### src/rtl/uart_digit_receiver.sv
// UART receiver (16x oversampling, 8E1) feeding a four-digit display latch.
// Good digit bytes are gathered four at a time and presented on bcd1..bcd4.
module uart_digit_receiver #(
    parameter int          OVERSAMPLE_DIV = 27,
    parameter logic [3:0]  RESET_CODE     = 4'b1010
) (
    input  logic       Clk,
    input  logic       reset,
    input  logic       RxD,
    output logic [7:0] Rx_DATA,
    output logic       Rx_VALID,
    output logic       Rx_PERROR,
    output logic       Rx_FERROR,
    output logic [3:0] bcd1,
    output logic [3:0] bcd2,
    output logic [3:0] bcd3,
    output logic [3:0] bcd4,
    output logic       frame_done
);

    localparam int DIV_W = (OVERSAMPLE_DIV > 1) ? $clog2(OVERSAMPLE_DIV) : 1;
    localparam logic [DIV_W-1:0] DIV_MAX = DIV_W'(OVERSAMPLE_DIV - 1);

    typedef enum logic [2:0] {IDLE, START, DATA, PARITY, STOP} state_t;

    state_t           state;
    logic             rx_meta;
    logic             rx_s;
    logic             armed;
    logic [DIV_W-1:0] div_cnt;
    logic [3:0]       sub_cnt;
    logic [2:0]       bit_cnt;
    logic [7:0]       shreg;
    logic             par_err;
    logic             tick;

    logic [2:0][3:0]  slot;
    logic [1:0]       count;

    // Synchronizer clears to 0 so the line must be seen high before arming.
    always_ff @(posedge Clk) begin
        if (reset) begin
            rx_meta <= 1'b0;
            rx_s    <= 1'b0;
        end else begin
            rx_meta <= RxD;
            rx_s    <= rx_meta;
        end
    end

    assign tick = (state != IDLE) && (div_cnt == DIV_MAX);

    always_ff @(posedge Clk) begin
        if (reset) begin
            state     <= IDLE;
            armed     <= 1'b0;
            div_cnt   <= '0;
            sub_cnt   <= '0;
            bit_cnt   <= '0;
            shreg     <= '0;
            par_err   <= 1'b0;
            Rx_DATA   <= '0;
            Rx_VALID  <= 1'b0;
            Rx_PERROR <= 1'b0;
            Rx_FERROR <= 1'b0;
        end else begin
            Rx_VALID  <= 1'b0;
            Rx_PERROR <= 1'b0;
            Rx_FERROR <= 1'b0;
            // Divider is held in IDLE so ticks are phase-aligned to the start edge.
            if (state == IDLE || tick)
                div_cnt <= '0;
            else
                div_cnt <= div_cnt + 1'b1;

            case (state)
                IDLE: begin
                    if (!armed)
                        armed <= rx_s;
                    else if (!rx_s) begin
                        state   <= START;
                        sub_cnt <= '0;
                    end
                end
                START: begin
                    if (tick) begin
                        if (sub_cnt == 4'd7) begin
                            sub_cnt <= '0;
                            bit_cnt <= '0;
                            state   <= rx_s ? IDLE : DATA;
                        end else begin
                            sub_cnt <= sub_cnt + 1'b1;
                        end
                    end
                end
                DATA: begin
                    if (tick) begin
                        sub_cnt <= sub_cnt + 1'b1;
                        if (sub_cnt == 4'd15) begin
                            shreg   <= {rx_s, shreg[7:1]};
                            bit_cnt <= bit_cnt + 1'b1;
                            if (bit_cnt == 3'd7)
                                state <= PARITY;
                        end
                    end
                end
                PARITY: begin
                    if (tick) begin
                        sub_cnt <= sub_cnt + 1'b1;
                        if (sub_cnt == 4'd15) begin
                            par_err <= (^shreg) ^ rx_s;
                            state   <= STOP;
                        end
                    end
                end
                STOP: begin
                    if (tick) begin
                        sub_cnt <= sub_cnt + 1'b1;
                        if (sub_cnt == 4'd15) begin
                            Rx_DATA   <= shreg;
                            Rx_VALID  <= ~par_err & rx_s;
                            Rx_PERROR <= par_err;
                            Rx_FERROR <= ~rx_s;
                            // A low stop bit may be a break: wait for the line to rise.
                            armed     <= rx_s;
                            state     <= IDLE;
                        end
                    end
                end
                default: state <= IDLE;
            endcase
        end
    end

    // Digit assembler: the fourth digit goes straight to bcd4.
    always_ff @(posedge Clk) begin
        if (reset) begin
            slot       <= '0;
            count      <= '0;
            bcd1       <= RESET_CODE;
            bcd2       <= RESET_CODE;
            bcd3       <= RESET_CODE;
            bcd4       <= RESET_CODE;
            frame_done <= 1'b0;
        end else begin
            frame_done <= 1'b0;
            if (Rx_VALID) begin
                if (Rx_DATA[7:4] == 4'd0) begin
                    case (count)
                        2'd0: begin slot[0] <= Rx_DATA[3:0]; count <= 2'd1; end
                        2'd1: begin slot[1] <= Rx_DATA[3:0]; count <= 2'd2; end
                        2'd2: begin slot[2] <= Rx_DATA[3:0]; count <= 2'd3; end
                        default: begin
                            bcd1       <= slot[0];
                            bcd2       <= slot[1];
                            bcd3       <= slot[2];
                            bcd4       <= Rx_DATA[3:0];
                            frame_done <= 1'b1;
                            count      <= 2'd0;
                        end
                    endcase
                end else begin
                    count <= 2'd0;
                end
            end else if (Rx_PERROR || Rx_FERROR) begin
                count <= 2'd0;
            end
        end
    end

endmodule

### config.mk
export PLATFORM = sky130hd
export DESIGN_NAME = uart_digit_receiver
export DESIGN_NICKNAME = d
export VERILOG_FILES = /design/src/rtl/uart_digit_receiver.sv
export SDC_FILE = /design/constraint.sdc
export NUM_CORES = 1
export LEC_CHECK = 0
export BUFFER_PORTS_ARGS = -buffer_cell sky130_fd_sc_hd__buf_4
export CORE_MARGIN = 4
export CORE_UTILIZATION = 55
export CTS_BUF_LIST = sky130_fd_sc_hd__clkbuf_8
export DETAILED_ROUTE_END_ITERATION = 10
export HOLD_SLACK_MARGIN = 0.05
export PLACE_DENSITY = 0.85
export RECOVER_POWER = 25
export SETUP_SLACK_MARGIN = 0.1
export SYNTH_ARGS = -nofsm -noshare
export SYNTH_HDL_FRONTEND = slang
export SYNTH_SLANG_ARGS = --single-unit
### constraint.sdc
create_clock -name Clk -period 2.1 [get_ports Clk]
set_input_delay 0.21 -clock Clk [delete_from_list [all_inputs] [get_ports Clk]]
set_output_delay 0.21 -clock Clk [all_outputs]
set_load 0.005 [all_outputs]
# Word level (Yosys, flattened, before mapping)
# Cells that the tools add are included.
# word_totals
reg_bits	69
inputBits	3
output_inout_bits	28
word_cells	118
# op_classes
addsub	3
eq_ne	22
n_mux	33
bitwise_logic	10
n_reduce_logical	28
# ops
op	count
3-bit two-way mux	15
3-bit AND reduction	8
2-bit != test (second input constant)	11
4-bit two-way mux	5
3-bit one-hot mux with 5 select lines	1
4-bit one-hot mux with 3 select lines	1
11-bit AND reduction	1
5-bit AND reduction	2
3-bit OR reduction	3
2-bit two-way mux	4
1-bit NOT	8
8-bit XOR reduction	1
3-bit by 2-bit equality test with 1-bit output (second input constant)	2
3-bit equality test (second input constant)	2
2-bit one-hot mux with 3 select lines	1
3-bit one-hot mux with 2 select lines	1
2-bit nonzero test	3
3-bit nonzero test	2
5-bit by 1-bit adder with 5-bit output (second input constant)	1
5-bit equality test (second input constant)	1
4-bit by 1-bit adder with 4-bit output (second input constant)	1
4-bit by 3-bit equality test with 1-bit output (second input constant)	1
4-bit equality test (second input constant)	1
4-bit zero test	1
other kinds (15)	19

# Logic depth before layout (Yosys ltp)
# Gate-level depths: netlist of run 1.
# depth
word_depth	5
depth_mapped	7
mapped_depth_nobuf	6

# Worst setup path before layout of run 1
# No wires, ideal clock.
# synth_timing
path_kind	register to register
startpoint	reg sub_cnt[0]
endpoint	reg par_err
setup_time_ps	95
arrival_time_ps	1669
t_required_ps	2005
setup_slack_ps	336
path_stages_with_launch	6
n_path_buf	0
synth_period_minus_slack_ps	1764
cell_sequence	dfxtp_1 > ha_1 > nand3_4 > or3_4 > or4b_1 > o311ai_1
# synth_via
elab_chain_cells	2
# synth_rtl
item	line	source
start, declared	31	logic [3:0] sub_cnt;
start signal, assigned	92	sub_cnt <= sub_cnt + 1'b1;
start signal, assigned	98	sub_cnt <= sub_cnt + 1'b1;
start signal, assigned	109	sub_cnt <= sub_cnt + 1'b1;
4-bit equality test	110	if (sub_cnt == 4'd15) begin
3-bit AND reduction (no source line)	-	
end signal, assigned	111	par_err <= (^shreg) ^ rx_s;
end, declared	34	logic par_err;
# No other way between the ends.
# A chain may end at the register's enable or synchronous reset.

# Final worst setup path of run 1
# Ends and elaborated chain as after synthesis.

==> flow_summary_export.csv, run 1 <==
group,metric,value,unit
outcome,status,"finished, final reports clean",
power_and_ir_drop,intPower,1.76,mW
global_routing,overflow,0,
global_routing,grt_use_total,0.198,
routing,num_vias,2277,
power_and_ir_drop,power_frac_clock,0.409,
critical_path,start_kind,"flop",
critical_path,critPathSlowestCell,"or4b_1",
cts,cts_num_sinks,69,
logic_synthesis,ys_ff_latch,69,
logic_synthesis,synth_edf_count,0,
cts,clk_path_buf_depth,2,
sta,fmax,525,MHz
sta,worst_pin_slew,1.32,ns
cts,cts_tree,"built",
critical_path,crit_arrival,2.15,ns
placed_design,portBuffers,30,
layout,final_cells,418,
logic_synthesis,synth-async-reset-ratio,0,
logic_synthesis,synth_area_leaders,"dfxtp_1 47%, mux2i_1 9.8%, nor2_1 6.5%",
cts,post_cts.repair.setup_buffers,0,
routing,drc,0,
floorplan,dieHeight,81.4,um
sta,drv_slew,0,
placed_design,dp_hpwl,3.98,mm
layout,drive_gt1_frac,0.181,
floorplan,core-area,0.00517,sq mm
logic_synthesis,yosysTopAreaCell,"dfxtp_1",
floorplan,io_pins,31,
logic_synthesis,yosysSeqAreaShare,0.467,
power_and_ir_drop,switchingPower,0.558,mW
logic_synthesis,synthCells,310,
power_and_ir_drop,seqPwrFrac,0.568,
floorplan,start_util,0.572,
sta,rsz0062_at_grt,"false",
layout,diodes,0,
floorplan,num_rows,26,
global_routing,grt_pass1_vias,2100,
cts,cts_buffers,9,
cts,worst_skew_pair.late_latency,0.35,ns
routing,vias_per_cell,5.45,
min_path,min_path_type,"primary input to flop",
critical_path,required,2.34,ns
routing,first_iter_violations,260,
power_and_ir_drop,power_frac_comb,0.023,
cts,clockRootBuffer,"clkbuf_8",
routing,ant_nets,0,
power_and_ir_drop,switching_share,0.241,
logic_synthesis,syn_nets,322,
flow_run,drv_cap,0,
critical_path,max_stage_delay,0.50,ns
logic_synthesis,syn_area,0.00296,sq mm
logic_synthesis,synth-main-ff-cell,"dfxtp_1",
sta,fin_crit,1.90,ns
logic_synthesis,ys_warn_count,0,
placed_design,dpl_cell_area,0.00326,sq mm
sta,fin_tns_setup,0,ns
routing,wirelength,5.84,mm
placed_design,post-place-ws,0.218,ns
critical_path,critical_path_class,"flop to flop",
sta,hold_slack,0.0858,ns
global_routing,grt_pass1_wl,9.95,mm
sta,setup_viol,0,
power_and_ir_drop,p_per_area,675,mW/mm^2
power_and_ir_drop,p_leak,1.39,nW
sta,finClkSkew,0.00775,ns
logic_synthesis,syn_area_per_cell,9.55,sq um
sta,slew_headroom,0.123,
routing,drtPass1Iterations,4,
logic_synthesis,synth.distinct_cells,51,
floorplan,dieArea,0.00662,sq mm
layout,fin_area,0.00344,sq mm
sta,hold_viol,0,
cts,cts_htree_levels,3,
layout,syn2layout_area_growth,16.1,%
power_and_ir_drop,peakVddDrop,0.442,mV
critical_path,crit_fanout,6,
placed_design,place_congestion,0.806,
layout,postLayoutCoreUtil,0.664,
global_routing,grt_max_degree,70,
critical_path,endpoint_kind,"flop",
routing,wire_per_inst,14.0,um
logic_synthesis,synth_top_area_share,0.467,
global_routing,antenna_found_initial,0,
sta,layout_setup_ws,0.196,ns
power_and_ir_drop,p_total,2.32,mW
sta,timing.final.crit_share,0.907,
floorplan,die_x,81.4,um
cts,path_clk_slew,0.07,ns
critical_path,critical_path.cell_chain,"ha_1 -> nand3_4 -> or3_4 -> or4b_1 -> o311ai_1",
placed_design,dpl.cell_count,402,
layout,finalNetCount,355,
-- final cells by class --
class / count / area [sq um]
fillers: 412 / 1740
multi-input cells: 210 / 1460
flip-flops and latches: 69 / 1380
repair buffers: 37 / 272
clock buffers: 9 / 124
well taps: 70 / 87.6
inverters: 16 / 60.1
clock inverters: 7 / 50.0
-- layer usage --
metal  part of all wire  up-vias  global-route usage
met5                  0        -                   0
met4              0.018        0               0.120
met3              0.044       10              0.0443
met2               0.47       47               0.279
met1               0.46     1072               0.274
li1                   -     1148                   -
-- state kept, by name, indices dropped and copies added, names as in the netlist, 2 cells and up --
register and count:
bit_cnt 3, state 3, div_cnt 5, slot 12, bcd4 4, Rx_DATA 8
bcd2 4, bcd3 4, count 2, shreg 8, sub_cnt 4, bcd1 4
-- cell families (layout without fill, tap and decap cells) --
kind of cell    Yosys count  after routing  synth area share
xor+xnor                  9              9            0.0313
compound gates           45             45             0.110
simple gates            118            118             0.215
buf+inv                  31             69            0.0410
mux                      29             29            0.0981
flops                    69             69             0.467
fa+ha+maj                 9              9            0.0381
-- worst max-delay path: cells and delay by family, from the launching register on --
kind	cells	cell delay, ns
flip-flops	1	0.38
adder cells (fa/ha/maj)	1	0.29
AO/OA/AOI/OAI	1	0.08
AND/OR/NAND/NOR	3	1.06
-- power by group through the flow --
stage	clock network, mW	registers (mW)	logic [mW]
floorplan	0	1.35	0.0423
global placement	0	1.35	0.0526
detailed placement	0	1.35	0.0529
CTS	0.974	1.32	0.0530
global route	1.04	1.32	0.0589
finish	0.947	1.32	0.0526
-- path summary, 6_finish.rpt --
| path | slack, ns | endpoint | depth (start not counted) | start |
|---|---|---|---|---|
| worst max-delay path | 0.20 | par_err | 5 | sub_cnt[0] |
| worst min-delay path | 0.09 | rx_meta | 2 | RxD |
| worst max register to register | 0.20 | par_err | 5 | sub_cnt[0] |
| worst min register to register | 0.44 | rx_s | 1 | rx_meta |
-- cell usage in the layout (no fill, tap or decap), types with 2 or more instances in the layout --
cell and n:
a211o_1 9, nor2b_1 2, clkbuf_4 21, nor2_1 51
nand3b_1 4, mux2i_1 29, xor2_1 2, inv_1 16
clkinv_2 2, nand2b_1 4, xnor2_1 6, ha_1 9
o21a_1 2, or3b_1 2, o21ai_0 3, nand3_1 11
inv_6 2, o211ai_1 2, or4b_1 2, o32ai_1 2
buf_4 14, clkinvlp_4 3, clkbuf_8 9, or3_4 2
dfxtp_1 69, nand2_1 21, nor3_1 5, a21oi_1 16
-- cell usage after synthesis (2+ instances only) --
master and count:
dfxtp_1 69, nor2_1 51, mux2i_1 29, nand2_1 21
a21oi_1 16, inv_1 16, nand3_1 11, clkbuf_1 10
a211o_1 9, ha_1 9, xnor2_1 6, nor3_1 5
buf_2 4, nand2b_1 4, nand3b_1 4, o21ai_0 3
nor2b_1 2, o211ai_1 2, o21a_1 2, o32ai_1 2
or3_1 2, or3b_1 2, or4b_1 2, xor2_1 2
-- timing repair --
item	4_1_cts	5_1_grt
hold buffers	0	0
setup endpoints to repair	0	1
resized for setup	0	1
Note: power is estimated with default switching activity, not from simulation.
==> run 2: changes to the inputs <==
--- a/config.mk
+++ b/config.mk
@@ -7,11 +7,11 @@
 export LEC_CHECK = 0
 export BUFFER_PORTS_ARGS = -buffer_cell sky130_fd_sc_hd__buf_4
 export CORE_MARGIN = 4
-export CORE_UTILIZATION = 55
+export CORE_UTILIZATION = 25
 export CTS_BUF_LIST = sky130_fd_sc_hd__clkbuf_8
 export DETAILED_ROUTE_END_ITERATION = 10
 export HOLD_SLACK_MARGIN = 0.05
-export PLACE_DENSITY = 0.85
+export PLACE_DENSITY = 0.5
 export RECOVER_POWER = 25
 export SETUP_SLACK_MARGIN = 0.1
 export SYNTH_ARGS = -nofsm -noshare
==> flow_summary_export.csv, run 2 (synthesized netlist as in run 1, its figures left out) <==
group,metric,value,unit
flow_run,drv_cap,0,
critical_path,endpoint_kind,"flop",
sta,setup_viol,0,
sta,worst_pin_slew,1.39,ns
placed_design,place_congestion,0.779,
routing,drtPass1Iterations,4,
cts,cts_num_sinks,69,
cts,cts_buffers,9,
outcome,status,"finished, final reports clean",
layout,top_register,"slot",
sta,timing.final.crit_share,0.909,
sta,hold_slack,0.0775,ns
cts,holdBufCountCts,0,
cts,path_clk_slew,0.08,ns
cts,worst_skew_pair.late_latency,0.34,ns
placed_design,portBuffers,30,
routing,ant_nets,0,
layout,diodes,0,
critical_path,cp_num_buf_inv,0,
global_routing,grt_pass1_wl,10.1,mm
routing,drc,0,
cts,cts_htree_levels,3,
power_and_ir_drop,p_total,2.66,mW
layout,drive_gt1_frac,0.180,
routing,first_iter_violations,133,
floorplan,die_x,117,um
layout,fin_area,0.00360,sq mm
sta,drv_slew,0,
cts,post_cts.repair.setup_buffers,0,
routing,wire_per_inst,12.3,um
placed_design,dp_hpwl,4.08,mm
routing,num_vias,2228,
floorplan,io_pins,31,
layout,final_cell_mix,"68 x dfxtp_1, 51 x nor2_1, 29 x mux2i_1",
sta,hold_viol,0,
min_path,min_path_type,"primary input to flop",
power_and_ir_drop,p_leak,1.43,nW
cts,cts_tree,"built",
floorplan,start_util,0.257,
global_routing,antenna_found_initial,0,
power_and_ir_drop,switching_share,0.206,
layout,multiInputGateArea,0.00146,sq mm
floorplan,dieHeight,117,um
critical_path,required,2.33,ns
critical_path,critical_path_class,"flop to flop",
floorplan,dieArea,0.0136,sq mm
critical_path,path_delay_family,"simple AND/OR/NAND/NOR gates",
layout,syn2layout_area_growth,21.6,%
critical_path,crit_fanout,6,
layout,largest_reg_flops,12,
critical_path,start_kind,"flop",
sta,fin_tns_setup,0,ns
power_and_ir_drop,p_per_area,740,mW/mm^2
floorplan,core-area,0.0115,sq mm
critical_path,critical_path.cell_chain,"ha_1 -> nand3_4 -> or3_4 -> or4b_1 -> o311ai_1",
layout,postLayoutCoreUtil,0.313,
placed_design,dpl_cell_area,0.00338,sq mm
global_routing,overflow,0,
power_and_ir_drop,power_frac_clock,0.485,
layout,top_regs,"slot (12), Rx_DATA (8), shreg (8)",
critical_path,max_stage_delay,0.50,ns
cts,clk_path_buf_depth,2,
power_and_ir_drop,intPower,2.11,mW
critical_path,crit_arrival,2.14,ns
floorplan,num_rows,39,
sta,finClkSkew,0.00937,ns
layout,fillers,1245,
routing,wirelength,6.04,mm
routing,vias_per_cell,4.52,
global_routing,grt_max_degree,70,
sta,slew_headroom,0.0746,
sta,fin_crit,1.91,ns
global_routing,grt_pass1_vias,2067,
global_routing,grt_use_total,0.0933,
critical_path,critPathSlowestCell,"or4b_1",
layout,final_common_cell,"dfxtp_1",
layout,finalNetCount,358,
layout,final-seq-area,0.00138,sq mm
cts,cts_resized,0,
power_and_ir_drop,power_frac_comb,0.020,
power_and_ir_drop,switchingPower,0.549,mW
power_and_ir_drop,seqPwrFrac,0.495,
cts,clockRootBuffer,"clkbuf_8",
sta,fmax,524,MHz
sta,rsz0062_at_grt,"false",
power_and_ir_drop,peakVddDrop,0.313,mV
run 2: cell count changes in the layout (fill, tap and decap cells not counted):
cell,change
clkbuf_1,+2
clkinvlp_4,-2
bufinv_16,+3
or3_4,-1
buf_4,+3
dfxtp_2,+1
clkbuf_4,-2
inv_6,-1
clkinv_2,-1
or3_1,+1
dfxtp_1,-1
run 2: final timing paths:
| kind | slack [ns] | start | end | cells after the start |
|---|---|---|---|---|
| max | 0.19 | sub_cnt[0] | par_err | 5 |
| min | 0.08 | RxD | rx_meta | 2 |
| max reg2reg | 0.19 | sub_cnt[0] | par_err | 5 |
| min reg2reg | 0.44 | rx_meta | rx_s | 1 |
run 2: final cells by class:
| type | count | share of cell area |
|---|---|---|
| clock buffer | 9 | 0.0344 |
| clock inverter | 6 | 0.0309 |
| inverter | 16 | 0.0167 |
| multi-input combinational | 210 | 0.405 |
| sequential | 69 | 0.384 |
| tap | 143 | 0.0497 |
| timing repair buffer | 40 | 0.0796 |
run 2: power groups by stage:
stage	logic (mW)	registers, mW	clock network, mW
detailed placement	0.0545	1.35	0
CTS	0.0547	1.32	1.33
finish	0.0530	1.32	1.29
global route	0.0603	1.32	1.38
global placement	0.0543	1.35	0
floorplan	0.0423	1.35	0
run 2: per-stage QoR:
stage	cells	worst slack, ns
6_report	493	0.191
3_3_place_gp	478	0.257
2_1_floorplan	310	0.336
4_1_cts	493	0.199
3_5_place_dp	478	0.224
5_1_grt	493	0.117
run 2: routing by layer:
metal	vias up	GRT usage	wire [um]
met2	25	0.133	2670
met3	9	0.0195	136
met4	0	0.0459	116
met1	1055	0.133	3120
met5	-	0	0
li1	1139	-	-
